--- src/rtl/pc_unit_ras.sv ---
// ---------------------------------------------------------------------------
// pc_unit_ras
//   Program counter for the CNT core fetch stage. It supports stall, branch,
//   call and return. Return addresses are kept in an internal circular
//   return-address stack (RAS).
//
//   Priority per cycle: rst > stall > ret > call > br_taken > sequential.
//
// Ports
//   clk        : rising-edge clock
//   rst        : synchronous, active-high reset
//   stall      : hold pc, RAS and flags; all other requests are ignored
//   br_taken   : jump to target
//   call       : push pc+1 onto the RAS, then jump to target
//   ret        : pop the RAS top into pc (nop plus ras_unf when the RAS is empty)
//   target     : branch/call destination
//   pc         : current fetch address (registered)
//   pc_plus_1  : combinational pc+1, wrapping modulo 2**PC_W
//   ras_count  : number of valid RAS entries (0..RAS_DEPTH)
//   ras_ovf    : sticky, set when a call finds the RAS full
//   ras_unf    : sticky, set when a ret finds the RAS empty
// ---------------------------------------------------------------------------
module pc_unit_ras #(
    parameter int unsigned PC_W      = 8,
    parameter int unsigned RAS_DEPTH = 4,
    parameter int unsigned RESET_PC  = 0
) (
    input  logic                         clk,
    input  logic                         rst,
    input  logic                         stall,
    input  logic                         br_taken,
    input  logic                         call,
    input  logic                         ret,
    input  logic [PC_W-1:0]              target,
    output logic [PC_W-1:0]              pc,
    output logic [PC_W-1:0]              pc_plus_1,
    output logic [$clog2(RAS_DEPTH):0]   ras_count,
    output logic                         ras_ovf,
    output logic                         ras_unf
);

    localparam int unsigned PTR_W = $clog2(RAS_DEPTH);
    localparam int unsigned CNT_W = PTR_W + 1;

    logic [PC_W-1:0]  pc_r;
    logic [CNT_W-1:0] cnt_r;
    // ptr_r is the next slot to write. The top of stack is at ptr_r-1.
    logic [PTR_W-1:0] ptr_r;
    logic             ovf_r;
    logic             unf_r;
    logic [PC_W-1:0]  ras_mem_r [RAS_DEPTH];

    logic [PC_W-1:0]  pc_plus_1_s;
    logic [PTR_W-1:0] top_idx_s;
    logic             ras_empty_s;
    logic             ras_full_s;
    logic [PC_W-1:0]  pc_nxt_s;
    logic [CNT_W-1:0] cnt_nxt_s;
    logic [PTR_W-1:0] ptr_nxt_s;
    logic             ovf_nxt_s;
    logic             unf_nxt_s;
    logic             push_s;

    assign pc_plus_1_s = pc_r + PC_W'(1);
    assign top_idx_s   = ptr_r - PTR_W'(1);
    assign ras_empty_s = (cnt_r == CNT_W'(0));
    assign ras_full_s  = (cnt_r == CNT_W'(RAS_DEPTH));

    assign pc        = pc_r;
    assign pc_plus_1 = pc_plus_1_s;
    assign ras_count = cnt_r;
    assign ras_ovf   = ovf_r;
    assign ras_unf   = unf_r;

    // Next-state selection for pc, stack pointer, count and sticky flags.
    always_comb begin
        pc_nxt_s  = pc_r;
        cnt_nxt_s = cnt_r;
        ptr_nxt_s = ptr_r;
        ovf_nxt_s = ovf_r;
        unf_nxt_s = unf_r;
        push_s    = 1'b0;
        if (stall) begin
            pc_nxt_s = pc_r;
        end else if (ret) begin
            // A simultaneous call is dropped: ret has priority.
            if (ras_empty_s) begin
                pc_nxt_s  = pc_plus_1_s;
                unf_nxt_s = 1'b1;
            end else begin
                pc_nxt_s  = ras_mem_r[top_idx_s];
                cnt_nxt_s = cnt_r - CNT_W'(1);
                ptr_nxt_s = top_idx_s;
            end
        end else if (call) begin
            // On a full RAS the pointer wraps onto the oldest entry, which
            // is overwritten. The count then saturates at RAS_DEPTH.
            push_s    = 1'b1;
            pc_nxt_s  = target;
            ptr_nxt_s = ptr_r + PTR_W'(1);
            if (ras_full_s) begin
                ovf_nxt_s = 1'b1;
            end else begin
                cnt_nxt_s = cnt_r + CNT_W'(1);
            end
        end else if (br_taken) begin
            pc_nxt_s = target;
        end else begin
            pc_nxt_s = pc_plus_1_s;
        end
    end

    // Control state registers, with synchronous reset.
    always_ff @(posedge clk) begin
        if (rst) begin
            pc_r  <= PC_W'(RESET_PC);
            cnt_r <= CNT_W'(0);
            ptr_r <= PTR_W'(0);
            ovf_r <= 1'b0;
            unf_r <= 1'b0;
        end else begin
            pc_r  <= pc_nxt_s;
            cnt_r <= cnt_nxt_s;
            ptr_r <= ptr_nxt_s;
            ovf_r <= ovf_nxt_s;
            unf_r <= unf_nxt_s;
        end
    end

    // Return-address storage. Contents are don't-care after reset.
    always_ff @(posedge clk) begin
        if (!rst && push_s) begin
            ras_mem_r[ptr_r] <= pc_plus_1_s;
        end else begin
            ras_mem_r[ptr_r] <= ras_mem_r[ptr_r];
        end
    end

endmodule
--- config.mk ---
export PLATFORM = sky130hd
export DESIGN_NAME = pc_unit_ras
export DESIGN_NICKNAME = d
export VERILOG_FILES = /design/src/rtl/pc_unit_ras.sv
export SDC_FILE = /design/constraint.sdc
export NUM_CORES = 1
export LEC_CHECK = 0
export ABC_CLOCK_PERIOD_IN_PS = 2000
export BUFFER_PORTS_ARGS = -buffer_cell sky130_fd_sc_hd__buf_4
export CAP_MARGIN = 20
export CORE_MARGIN = 5
export CORE_UTILIZATION = 50
export CTS_CLUSTER_DIAMETER = 40
export DETAILED_ROUTE_END_ITERATION = 8
export GPL_TIMING_DRIVEN = 1
export PLACE_DENSITY = 0.86
export SYNTH_ARGS = -nofsm -noshare
export SYNTH_HDL_FRONTEND = slang
export SYNTH_SLANG_ARGS = --single-unit
--- constraint.sdc ---
create_clock -name clk -period 2 [get_ports clk]
set_input_delay 0.3 -clock clk [delete_from_list [all_inputs] [get_ports clk]]
set_output_delay 0.3 -clock clk [all_outputs]
set_load 0.1 [all_outputs]
==> impl_metrics.toml <==
[power_and_ir_drop]
ir_drop_mv = 0.510
power.leakage_nw = 0.955
power.density_nw_per_um2 = 945

[floorplan]
ios = 35
start_util_pct = 52.4
rows = 23
die_w_um = 75.2
die_area_um2 = 5660
core_um2 = 4060
die_height_um = 75.2

[finish]
syn2layout_area_growth_pct = 25.8
final_area_um2 = 2680
multi_input_area_um2 = 896
regArea_um2 = 1290
final_common_cell = "buf_4"
final_nets = 220
nFillCells = 302
fin_util_pct = 65.9
drive_gt1_share_pct = 38.3
layout_common_cells = "buf_4, edfxtp_1, nor2_1, a21oi_1"
num_antenna_cells = 0

[status]
status = "finished clean"

[logic_synthesis]
syn_nets = 180
async_flop_share_pct = 0
syn_inst = 160
synth-main-ff-cell = "edfxtp_1"
synth_warnings = 0
ys_seq_area_share_pct = 59.3
syn_area_per_cell_um2 = 13.3
ys_ff_latch = 47
synth_area_um2 = 2130
synth_cell_type_count = 36
synth_edf_count = 32

[clock_tree]
numCtsBuffers = 5
numClockSinks = 47
clk_pin_slew_ns = 0.09
postCtsSetupBuffers = 0
htreeDepth = 2
cts_hold_buf = 0
clock_path_buffers = 2
cts_tree = "done"
clock_latency_ns = 0.30
root_buffer = "clkbuf_8"

[timing]
period_share_pct = 97.2
finalClockSkew_ns = 0.00579
final_max_slew_viol_count = 0
hold_violations = 0
slew_headroom_pct = 43.8
worst_pin_slew_ns = 0.837
setup_tns_ns = 0
min_period_ns = 1.94
rsz0062_at_grt = "false"
max_freq_mhz = 514
fin_hold_ws_ns = 0.290
finalSetupViolations = 0

[route]
first_iter_violations = 116
final_antenna_net_count = 0
avgRoutedWirePerCell_um = 19.9
vias = 1543
detail_route.wirelength_um = 5010
first_pass_iters = 9
drcViolationCount = 0
routed_via_density = 6.15

[global_routing]
antenna_found_initial = 0
grtUsageMet3_pct = 6.01
grt.overflow.total = 0
grtUsageMet1_pct = 25.5
busiest_layer = "met2"
grt_pass1_wl_um = 7760
grt_pass1_vias = 1509
grt_max_degree = 18
grtUsageTotal_pct = 19.1
grtUsageMet2_pct = 30.3

[critical_path]
worstPathRequired_ns = 1.70
start_kind = "flop"
crit_arrival_ns = 1.64
cp-end-kind = "primary output"
crit_type = "flop to primary output"
cp_max_fo = 6

[placement]
io_buffers = 34
place_congestion = 0.812
place_area_um2 = 2550
dpl.hpwl_um = 3590

[job]
max_cap_violations = 0

[hold_path]
hold_path.class = "input pin to flop"
[cell usage after synthesis, types with 2 or more instances]
cell type  count  area, um^2
a222oi_1       7        70.1
a21o_1         2        15.0
ha_1           5        62.6
a211oi_1       4        30.0
mux4_2         8         180
nand3_1        4        20.0
nand2_1        6        22.5
clkbuf_1       4        15.0
and2_1         4        25.0
xor2_1         2        17.5
dfxtp_1       15         300
edfxtp_1      32         961
nor2_1        11        41.3
nor3_1         7        35.0
a21oi_1        9        45.0
a31oi_1        2        12.5
o21ai_0        3        15.0
or2_2          3        18.8
xnor2_1        4        35.0
inv_1          8        30.0
o21ai_1        3        15.0
o21a_1         3        22.5
[repair_timing]
item,in CTS,in global routing
gates cloned,0,0
pin swaps,0,0
endpoints found under the setup margin,1,5
resized for setup,1,10
[worst paths after layout]
kind | slack (ns) | to | cells past startpoint | start
setup / recovery | 0.06 | pc_plus_1[4] | 4 | pc[0]
hold reg to reg | 0.49 | ras_unf | 2 | ras_unf
hold / removal | 0.29 | pc[3] | 2 | rst
setup reg to reg | 0.21 | pc[5] | 6 | ptr_r[1]
[stage by stage]
stage / power [W] / setup slack, ns / instances
finish: 0.00253 / 0.0560 / 251
global route: 0.00263 / 0.00341 / 251
CTS: 0.00252 / 0.00184 / 251
detailed placement: 0.00198 / 0.100 / 243
global placement: 0.00197 / 0.0710 / 243
floorplan: 0.00179 / 0.0250 / 160
[power breakdown]
part	switching [W]	leakage (nW)	internal, W
sequential	0.0000612	0.421	0.00109
combinational	0.000561	0.494	0.000256
clock	0.000317	0.0392	0.000238
total	0.000940	0.955	0.00159
[critical path: stages (launching register included)]
cell	delay, ns
dfxtp_4	0.39
ha_4	0.18
nand3_1	0.18
xnor2_4	0.31
buf_6	0.27
[registers in the layout, summed over array words and instances (netlist names)]
name and count:
ras_mem_r 32, ptr_r 2, pc 8, ras_ovf 1, ras_unf 1, ras_count 3
[routing by layer]
metal / up-vias / part of all wire [%] / routed length, um
li1: 700 / - / -
met1: 768 / 43 / 2150
met2: 68 / 48 / 2390
met3: 7 / 8.1 / 407
met4: 0 / 1.1 / 56
met5: - / 0 / 0
[final cells by class]
cell class / instances / share of cell area (%)
multi-input cells: 99 / 33.5
clock buffers: 5 / 2.57
repair buffers: 39 / 11.8
clock inverters: 3 / 0.561
well taps: 50 / 2.34
inverters: 8 / 1.12
flip-flops and latches: 47 / 48.1
[kinds of logic after synthesis]
group / synth area share, %
XOR/XNOR: 2.47
buffers and inverters: 2.88
flip-flops: 59.3
multiplexers: 8.94
adder cells (fa/ha/maj): 3.88
AO/OA/AOI/OAI: 12.2
AND/OR/NAND/NOR: 10.4
No activity file was read; power rests on OpenSTA's default activity.
